$ cat config.mk
export PLATFORM = sky130hd
export DESIGN_NAME = challenge_sequencer
export DESIGN_NICKNAME = d
export VERILOG_FILES = /design/src/rtl/challenge_sequencer.sv
export SDC_FILE = /design/constraint.sdc
export NUM_CORES = 1
export LEC_CHECK = 0
export BUFFER_PORTS_ARGS = -buffer_cell sky130_fd_sc_hd__buf_2
export CAP_MARGIN = 20
export CORE_MARGIN = 4
export CORE_UTILIZATION = 45
export DETAILED_ROUTE_END_ITERATION = 10
export GPL_ROUTABILITY_DRIVEN = 0
export PLACE_DENSITY_LB_ADDON = 0.08
export SYNTH_ARGS = -nofsm -noshare
export SYNTH_HDL_FRONTEND = slang
export SYNTH_SLANG_ARGS = --single-unit
$ cat constraint.sdc
create_clock -name clk -period 3 [get_ports clk]
set_input_delay 0.6 -clock clk [delete_from_list [all_inputs] [get_ports clk]]
set_output_delay 0.6 -clock clk [all_outputs]
set_load 0.02 [all_outputs]
$ cat src/rtl/challenge_sequencer.sv
// Buffers a host-supplied flag string and replays it into the flag-checker core,
// then classifies the core's win flag as pass / close / fail.
module challenge_sequencer #(
  parameter int DEPTH      = 64,
  parameter int EXPECT_LEN = 49,
  parameter int CW         = $clog2(DEPTH + 1)
) (
  input  logic          clk,
  input  logic          rst,
  input  logic          in_valid,
  output logic          in_ready,
  input  logic [7:0]    in_byte,
  input  logic          in_last,
  input  logic          start,
  input  logic          clear,
  output logic          busy,
  output logic [CW-1:0] len,
  output logic          chk_n_rst,
  output logic          chk_en,
  output logic [6:0]    chk_byte,
  input  logic          chk_win,
  output logic          done,
  output logic          pass,
  output logic          close,
  output logic          fail,
  output logic          err_overflow,
  output logic          err_nonascii
);

  localparam int AW = (DEPTH > 1) ? $clog2(DEPTH) : 1;

  typedef enum logic [2:0] {LOAD, CRST, GAP, STREAM, SAMPLE, REPORT} state_t;

  state_t        state;
  logic          loaded;
  logic [CW-1:0] idx;
  logic [6:0]    mem [DEPTH];
  logic          accept;

  assign in_ready = (state == LOAD) && !loaded && (len < CW'(DEPTH));
  assign accept   = in_ready && in_valid && !clear;

  // Plain array write port so the buffer maps onto block RAM.
  always_ff @(posedge clk) begin
    if (accept) begin
      mem[len[AW-1:0]] <= in_byte[6:0];
    end
  end

  always_ff @(posedge clk) begin
    if (rst) begin
      state        <= LOAD;
      len          <= '0;
      loaded       <= 1'b0;
      idx          <= '0;
      chk_n_rst    <= 1'b0;
      chk_en       <= 1'b0;
      chk_byte     <= '0;
      busy         <= 1'b0;
      done         <= 1'b0;
      pass         <= 1'b0;
      close        <= 1'b0;
      fail         <= 1'b0;
      err_overflow <= 1'b0;
      err_nonascii <= 1'b0;
    end else begin
      done <= 1'b0;
      case (state)
        LOAD: begin
          chk_n_rst <= 1'b1;
          chk_en    <= 1'b0;
          if (clear) begin
            len          <= '0;
            loaded       <= 1'b0;
            err_overflow <= 1'b0;
            err_nonascii <= 1'b0;
            pass         <= 1'b0;
            close        <= 1'b0;
            fail         <= 1'b0;
          end else if (start && loaded && (len != '0)) begin
            pass      <= 1'b0;
            close     <= 1'b0;
            fail      <= 1'b0;
            busy      <= 1'b1;
            chk_n_rst <= 1'b0;
            state     <= CRST;
          end else if (in_valid) begin
            if (in_ready) begin
              len <= len + 1'b1;
              if (in_byte[7]) err_nonascii <= 1'b1;
              if (in_last)    loaded       <= 1'b1;
            end else if (!loaded) begin
              // Full buffer with no terminator: drop the byte and freeze the string.
              err_overflow <= 1'b1;
              loaded       <= 1'b1;
            end
          end
        end
        CRST: begin
          chk_n_rst <= 1'b1;
          idx       <= '0;
          state     <= GAP;
        end
        GAP: begin
          chk_en   <= 1'b1;
          chk_byte <= mem[idx[AW-1:0]];
          idx      <= idx + 1'b1;
          state    <= STREAM;
        end
        STREAM: begin
          // idx runs one ahead of the byte on chk_byte; reaching len means the last byte is out.
          if (idx == len) begin
            chk_en <= 1'b0;
            state  <= SAMPLE;
          end else begin
            chk_byte <= mem[idx[AW-1:0]];
            idx      <= idx + 1'b1;
          end
        end
        SAMPLE: begin
          pass  <= chk_win && (len == CW'(EXPECT_LEN));
          close <= chk_win && (len != CW'(EXPECT_LEN));
          fail  <= !chk_win;
          done  <= 1'b1;
          busy  <= 1'b0;
          state <= REPORT;
        end
        REPORT: begin
          state <= LOAD;
        end
        default: begin
          state <= LOAD;
        end
      endcase
    end
  end

endmodule

==> results of run 1 <==
[Yosys cell counts (3+ instances only)]
cell type	count	area (um2)
inv_1	7	26.3
nand2b_1	4	25.0
o21ai_0	12	60.1
buf_2	17	85.1
dfxtp_1	40	801
mux4_2	72	1620
a21oi_1	19	95.1
nor2_1	110	413
o22ai_1	4	25.0
nor3_1	6	30.0
a2111oi_0	5	43.8
nand4_1	4	25.0
and2_1	4	25.0
nand3b_1	3	22.5
nor2b_1	15	93.8
buf_1	3	11.3
nand2_1	33	124
a22oi_1	45	338
clkbuf_1	26	97.6
nand3_1	19	95.1
xnor2_1	13	114
a32oi_1	3	26.3
buf_4	10	75.1
a211oi_1	5	37.5
or3_1	3	18.8
ha_1	4	50.1
a22o_1	6	52.6
mux2i_1	94	941
edfxtp_1	448	13500
a31oi_1	14	87.6
and4_1	6	52.6
[flip-flops by register name (all words and copies together) (netlist names), 3 cells and up, named ones only]
| register | flops |
|---|---|
| chk_byte | 7 |
| mem | 448 |
| len | 7 |
| state | 3 |
| idx | 7 |
[cells by family (layout without fill, tap and decap cells)]
logic type	Yosys count	count (layout)	synth area share, %
buffers and inverters	65	250	1.65
multiplexers	168	168	13.5
AO/OA/AOI/OAI	125	125	4.49
AND/OR/NAND/NOR	217	217	5.23
flip-flops	488	488	74.2
adder cells (fa/ha/maj)	4	4	0.261
XOR/XNOR	15	15	0.684
[layer usage]
metal  wire length, um  up-vias  global-route usage (%)
met2             21200      272                    31.2
li1                  -     4606                       -
met1             21000     5143                    29.5
met3              2390       69                    3.02
met4              1530        0                    7.48
met5                 0        -                       0
[power by group through the flow]
stage                     logic [mW]  registers (mW)  clock network, mW
after global routing            1.64            7.62               6.83
after floorplan                0.834            7.76                  0
after CTS                       1.52            7.62               6.53
final                           1.52            7.62               6.40
after global placement          1.51            7.76                  0
after detailed placement        1.51            7.76                  0
[worst max-delay path, delay by kind of cell (launching register included)]
family,cells,cell delay (ns)
buffers and inverters,1,0.20
and+or+nand+nor,6,1.71
DFF,1,0.39
[cells in the final DEF (no fill, tap or decap), types with 5 or more instances in the layout]
master,instances
edfxtp_1,448
clkbuf_8,6
a211oi_1,5
o21ai_0,12
bufinv_16,6
buf_4,108
a21oi_1,19
clkinv_2,7
buf_2,38
mux2i_1,94
inv_1,7
clkbuf_16,53
nor3_1,6
clkinv_1,6
and4_1,6
clkbuf_1,13
a22o_1,6
a31oi_1,14
mux4_2,72
nor2b_1,14
xnor2_1,13
a22oi_1,45
buf_12,5
nor2_1,110
nand2_1,33
dfxtp_1,37
nand3_1,19
a2111oi_0,5
[path summary, 6_finish.rpt]
kind / from / endpoint / slack, ns
setup / recovery: state[1]$_SDFFE_PP0P_ / mem[56][1]$_DFFE_PP_ / 0.40
hold / removal: in_byte[7] / err_nonascii$_SDFFE_PP0P_ / 0.28
setup reg to reg: state[1]$_SDFFE_PP0P_ / mem[56][1]$_DFFE_PP_ / 0.40
hold reg to reg: close$_SDFFE_PP0P_ / close$_SDFFE_PP0P_ / 0.46
[final cells by class]
class / instances / share of cell area, %
well taps: 539 / 3.01
repair buffers: 151 / 4.91
clock inverters: 20 / 1.11
clock buffers: 72 / 6.51
inverters: 7 / 0.117
flip-flops and latches: 488 / 63.7
multi-input cells: 529 / 20.7
[per-stage QoR]
step / power (mW) / hold slack (ns)
global route: 16.1 / 0.284
detailed placement: 9.27 / 0.453
global placement: 9.27 / 0.446
floorplan: 8.59 / 0.459
CTS: 15.7 / 0.237
finish: 15.5 / 0.276
==> results.yml, run 1 <==
global_route:
  gr-total-overflow: 0
  grt_pass1_vias: 10400
  groute.usage.overall_pct: 20.2
  grt_antenna_before_repair: 0
  grt_pass1_wl_mm: 68.9
  grt_start_max_net_pins: 65
pwr:
  power_frac_clock_pct: 41.2
  seq_power_share_pct: 49.1
  combPwrFrac_pct: 9.8
  power_density_mw_per_mm2: 693
  p_sw_share_pct: 23.2
  p_leak_nw: 7.10
  internal_power_mw: 11.9
  ir_drop_mv: 0.481
  p_sw_mw: 3.60
critical_path:
  slowest_stage: "dfxtp_1"
  critPathRequiredTime_ns: 3.29
  path_cells: "nor2_1 -> and4_1 -> nor2b_1 -> and2_1 -> nand2_1 -> nor2_1 -> buf_4"
  criticalPathCategory: "reg -> reg"
  end_kind: "register"
  slowest_delay_ns: 0.39
  start_kind: "register"
  path_common_cell: "nor2_1"
  arrival_ns: 2.89
  r2r_cells: 7
  worst-path-max-fanout: 9
synthesis:
  synthCells: 1082
  yosysUniqueCellTypes: 51
  syn-num-nets: 1101
  synth_edf_count: 448
  synth-main-ff-cell: "edfxtp_1"
  syn_avg_cell_area_um2: 17.7
  yosys_warnings: 0
  ys_ff_latch: 488
  synth_area_mm2: 0.0192
  ys_seq_area_share_pct: 74.2
  async_reset_ff_share_pct: 0
routing:
  firstDrtPassIters: 7
  drtIter0Drc: 885
  wirelength_mm: 46.1
  vias: 10100
  drc_errors: 0
  routedWlPerCell_um: 25.5
  vias_per_cell: 5.59
  ant_nets: 0
timing:
  rsz0062_at_grt: "false"
  tightestPinTransition_ns: 0.810
  post-route-min-period_ns: 2.60
  hold_viol: 0
  relSlewSlack_pct: 45.9
  fin_ws_ns: 0.404
  slew_violations: 0
  fin_tns_setup_ns: 0
  fin_crit_sh_pct: 86.5
  skew_ns: 0.0109
  finalSetupViolations: 0
  max_freq_mhz: 385
finish:
  diodes: 0
  area_growth_pct: 16.7
  multiInputGateArea_mm2: 0.00463
  stdcell_count: 1806
  nets: 1246
  fill_cells: 3385
  final_util_pct: 53.3
  drive_above_1_share_pct: 24.1
  fin_area_mm2: 0.0224
  regArea_mm2: 0.0143
clock_tree:
  insertion_delay_ns: 0.58
  clkSinkCount: 488
  cts-buffers-inserted: 50
  cts-hold-fix-buffers: 0
  postCtsSetupRepairBufs: 0
  clkTransAtPathRegs_ns: 0.06
  clk_path_buf_depth: 3
  cts-root-buf: "clkbuf_16"
  cts_tree: "built"
  ctsResizeCount: 0
  ctsHtreeMaxLevel: 2
placed_design:
  portBuffers: 38
  place_ws_ns: 0.380
  dp.cells: 1714
  placed_area_mm2: 0.0207
  place_hpwl_mm: 30.0
floorplanning:
  die_area_mm2: 0.0460
  core-area_mm2: 0.0420
  die_x_um: 215
  io_pins: 39
  initial_core_util_pct: 45.7
  die_h_um: 215
  rows: 75
run:
  drv_cap: 0
hold_path:
  hold-path-cell-count: 3
  worst_hold_path_type: "in -> reg"
outcome:
  status: "finished clean"
No activity file was read; power rests on OpenSTA's default activity.
==> run 2, diff against run 1 <==
--- a/config.mk
+++ b/config.mk
@@ -12,6 +12,7 @@
 export DETAILED_ROUTE_END_ITERATION = 10
 export GPL_ROUTABILITY_DRIVEN = 0
 export PLACE_DENSITY_LB_ADDON = 0.08
+export RECOVER_POWER = 50
 export SYNTH_ARGS = -nofsm -noshare
 export SYNTH_HDL_FRONTEND = slang
 export SYNTH_SLANG_ARGS = --single-unit
==> run 2 against run 1 <==
Against the previous run:
- cell area fell by 0.45%
- clock skew barely moved
- critical endpoint is now mem[43][5]$_DFFE_PP_
- critical path depth fell by 5
- largest cell class unchanged
- worst hold slack barely moved
- sequential cell count did not move
- the flow now finishes with violations (capacitance limit, slew limit)
- final cell count did not move
- via count rose by 0.46%
- sequential power barely moved
- utilization fell by 0.24 points
- total power fell by 0.15%
- critical path type is now in -> reg
- register-to-register slack barely moved
==> results.yml, run 2 (synthesized netlist as in run 1, its figures left out) <==
outcome:
  status: "finished with violations"
  violations: "capacitance limit, slew limit"
global_route:
  groute.usage.overall_pct: 20.2
  gr-total-overflow: 0
  grt_antenna_before_repair: 0
  grt_pass1_vias: 10400
  grt_pass1_wl_mm: 68.9
  grt_start_max_net_pins: 65
floorplanning:
  initial_core_util_pct: 45.7
  core-area_mm2: 0.0420
  die_area_mm2: 0.0460
  die_h_um: 215
  io_pins: 39
  rows: 75
  die_x_um: 215
timing:
  relSlewSlack_pct: -23.6
  post-route-min-period_ns: 2.73
  skew_ns: 0.0105
  finalSetupViolations: 0
  tightestPinTransition_ns: 1.85
  slew_violations: 174
  fin_tns_setup_ns: 0
  fin_ws_ns: 0.267
  rsz0062_at_grt: "false"
  fin_crit_sh_pct: 91.1
  hold_viol: 0
  holdWs_ns: 0.277
  max_freq_mhz: 366
routing:
  drtIter0Drc: 947
  firstDrtPassIters: 7
  ant_nets: 0
  drc_errors: 0
  vias: 10100
  routedWlPerCell_um: 25.6
  wirelength_mm: 46.2
  vias_per_cell: 5.61
placed_design:
  placed_area_mm2: 0.0207
  place_hpwl_mm: 30.0
  place_ws_ns: 0.380
  dp.cells: 1714
  portBuffers: 38
clock_tree:
  cts-hold-fix-buffers: 0
  insertion_delay_ns: 0.58
  clk_path_buf_depth: 3
  clkTransAtPathRegs_ns: 0.06
  ctsResizeCount: 0
  cts-root-buf: "clkbuf_16"
  postCtsSetupRepairBufs: 0
  ctsHtreeMaxLevel: 2
  clkSinkCount: 488
  cts_tree: "built"
  cts-buffers-inserted: 50
finish:
  layout_common_cells: "edfxtp_1, nor2_1, buf_4"
  diodes: 0
  largest_reg_flops: 448
  final_util_pct: 53.1
  drive_above_1_share_pct: 21.5
  area_growth_pct: 16.2
  stdcell_count: 1806
  layout_commonest_cell: "edfxtp_1"
  fin_area_mm2: 0.0223
  nets: 1246
pwr:
  ir_drop_mv: 0.465
  finalPower_mw: 15.5
  p_leak_nw: 6.97
  power_density_mw_per_mm2: 695
critical_path:
  critPathRequiredTime_ns: 3.16
  criticalPathCategory: "in -> reg"
  path_delay_family: "buffers and inverters"
  arrival_ns: 2.89
  worst-path-max-fanout: 36
  path_cells: "clkbuf_1 -> dlymetal6s2s_1"
  slowest_delay_ns: 1.25
  start_kind: "input pin"
  end_kind: "register"
  slowest_stage: "dlymetal6s2s_1"
  cp.buffers_inverters: 2
run:
  drv_cap: 4
hold_path:
  worst_hold_path_type: "in -> reg"
-- run 2: changes by cell type in the layout (fill, tap and decap cells not counted), sizes merged --
| cell | before | now |
|---|---|---|
| buf | 151 | 117 |
| clkbuf | 72 | 105 |
| dlymetal6s2s | 0 | 1 |
-- run 2: layout make-up --
type,instances,area (um2)
clock inverters,20,249
inverters,7,26.3
clock buffers,72,1460
fillers,3404,19700
well taps,539,674
repair buffers,151,1010
flip-flops and latches,488,14300
multi-input cells,529,4630
-- run 2: metal layers --
metal / GRT usage [%] / up-vias / wire [um]
li1: - / 4602 / -
met1: 29.5 / 5163 / 20900
met2: 31.2 / 300 / 21200
met3: 3.02 / 71 / 2470
met4: 7.48 / 0 / 1540
met5: 0 / - / 0
-- run 2: worst paths after layout --
path	from	end	slack, ns	cells past startpoint
hold reg to reg	close$_SDFFE_PP0P_	close$_SDFFE_PP0P_	0.46	2
setup / recovery	in_byte[5]	mem[43][5]$_DFFE_PP_	0.27	2
hold / removal	in_byte[7]	err_nonascii$_SDFFE_PP0P_	0.28	3
setup reg to reg	state[1]$_SDFFE_PP0P_	mem[56][1]$_DFFE_PP_	0.39	7
-- run 2: worst min-delay path, stage by stage --
cell and delay [ns]:
buf_2 0.08, a31oi_1 0.06, nor2_1 0.07
-- run 2: power breakdown --
group	switching, mW	internal, mW	leakage [nW]
combinational	0.986	0.498	1.78
clock	2.51	3.88	0.839
sequential	0.0984	7.52	4.35
total	3.60	11.9	6.97
==> run 3, diff against run 2 <==
--- a/config.mk
+++ b/config.mk
@@ -11,7 +11,7 @@
 export CORE_UTILIZATION = 45
 export DETAILED_ROUTE_END_ITERATION = 10
 export GPL_ROUTABILITY_DRIVEN = 0
-export PLACE_DENSITY_LB_ADDON = 0.08
+export PLACE_DENSITY = 0.65
 export RECOVER_POWER = 50
 export SYNTH_ARGS = -nofsm -noshare
 export SYNTH_HDL_FRONTEND = slang
==> run 3 against run 2 <==
Against the previous run:
- the flow still finishes with violations (capacitance limit, slew limit)
- combinational power fell by 5%
- final cell count fell by 1.1%
- register-to-register slack got worse by 0.11 ns
- cell area fell by 0.93%
- via count rose by 0.25%
- routed wire length fell by 7.2%
- count of clock-buffer cells in the layout fell by 14
- sequential cell count did not move
- clock skew rose by 0.012 ns
- critical path depth did not move
- total power fell by 2.8%
- critical path type unchanged
==> results.yml, run 3 (synthesized netlist as in run 1, its figures left out) <==
global_route:
  grt_antenna_before_repair: 1
  groute.usage.overall_pct: 18.8
  gr-total-overflow: 0
  grt_start_max_net_pins: 65
  grt_pass1_wl_mm: 65.4
  grt_pass1_vias: 10400
timing:
  relSlewSlack_pct: -21.2
  hold_viol: 0
  skew_ns: 0.0222
  fin_tns_setup_ns: 0
  post-route-min-period_ns: 2.76
  rsz0062_at_grt: "false"
  slew_violations: 136
  tightestPinTransition_ns: 1.82
  holdWs_ns: 0.267
  finalSetupViolations: 0
  max_freq_mhz: 363
  fin_crit_sh_pct: 91.9
floorplanning:
  die_area_mm2: 0.0460
  die_h_um: 215
  rows: 75
  die_x_um: 215
  initial_core_util_pct: 45.7
  core-area_mm2: 0.0420
  io_pins: 39
critical_path:
  worst-path-max-fanout: 37
  arrival_ns: 2.98
  end_kind: "register"
  critPathRequiredTime_ns: 3.22
  slowest_delay_ns: 1.27
  cp.buffers_inverters: 2
  path_delay_family: "buffers and inverters"
  path_cells: "clkbuf_1 -> dlymetal6s4s_1"
  criticalPathCategory: "in -> reg"
  slowest_stage: "clkbuf_1"
  start_kind: "input pin"
finish:
  layout_common_cells: "edfxtp_1, nor2_1, mux2i_1"
  layout_commonest_cell: "edfxtp_1"
  area_growth_pct: 15.1
  stdcell_count: 1786
  diodes: 0
  nets: 1226
  final_util_pct: 52.6
  largest_reg_flops: 448
  drive_above_1_share_pct: 20.1
  fill_cells: 3360
routing:
  wirelength_mm: 42.9
  ant_nets: 0
  wl_met1_mm: 18.5
  vias_per_cell: 5.69
  vias: 10200
  drtIter0Drc: 875
  dr_wl_met2_mm: 20.2
  drc_errors: 0
  dr_wl_met3_mm: 2.75
  top_layer: "met5"
  firstDrtPassIters: 5
  routedWlPerCell_um: 24.0
placed_design:
  portBuffers: 38
  dp.cells: 1696
  place_hpwl_mm: 28.3
pwr:
  power_density_mw_per_mm2: 682
  ir_drop_mv: 0.540
  p_leak_nw: 6.82
outcome:
  violations: "capacitance limit, slew limit"
  status: "finished with violations"
hold_path:
  worst_hold_path_type: "in -> reg"
clock_tree:
  cts_tree: "built"
  insertion_delay_ns: 0.59
  ctsHtreeMaxLevel: 2
  clkTransAtPathRegs_ns: 0.06
  cts-buffers-inserted: 48
  cts-root-buf: "clkbuf_16"
  clk_path_buf_depth: 3
  cts-hold-fix-buffers: 0
  postCtsSetupRepairBufs: 0
  ctsResizeCount: 0
  clkSinkCount: 488
run:
  drv_cap: 5
==> run 3: layout make-up <==
cell class / count / area (um2) / share of cell area (%)
sequential: 488 / 14300 / 64.5
multi-input combinational: 529 / 4630 / 20.9
clock buffer: 58 / 1260 / 5.70
timing repair buffer: 133 / 907 / 4.11
tap: 539 / 674 / 3.05
clock inverter: 32 / 340 / 1.54
inverter: 7 / 26.3 / 0.119
==> run 3: final timing paths <==
| kind | startpoint | end | slack [ns] | cells after the start |
|---|---|---|---|---|
| max reg2reg | state[1]$_SDFFE_PP0P_ | mem[25][5]$_DFFE_PP_ | 0.28 | 6 |
| min reg2reg | close$_SDFFE_PP0P_ | close$_SDFFE_PP0P_ | 0.46 | 2 |
| max | in_byte[4] | mem[29][4]$_DFFE_PP_ | 0.24 | 2 |
| min | in_byte[7] | err_nonascii$_SDFFE_PP0P_ | 0.27 | 3 |
==> run 3: report_power, final <==
group          internal (mW)  leakage, nW  total (mW)  switching [mW]
Sequential              7.52         4.35        7.64           0.115
Combinational          0.457         1.69        1.40           0.940
Clock                   3.54        0.778        6.04            2.50
Total                   11.5         6.82        15.1            3.56
==> run 3: worst min-delay path: stages <==
cell	delay (ns)
buf_2	0.07
a31oi_1	0.06
nor2_1	0.08
==> run 3: through the flow <==
stage / setup slack [ns] / instance area, um2 / power (mW)
final: 0.244 / 22100 / 15.1
after global routing: 0.0282 / 22100 / 15.6
after CTS: 0.270 / 22200 / 15.3
after detailed placement: 0.243 / 20600 / 9.22
after global placement: 0.291 / 20600 / 9.20
after floorplan: 0.795 / 19200 / 8.59
==> run 3: metal layers <==
layer	GRT usage [%]	vias to the layer above
met2	29.3	338
li1	-	4563
met3	3.93	75
met4	6.76	2
met5	0	-
met1	26.4	5183
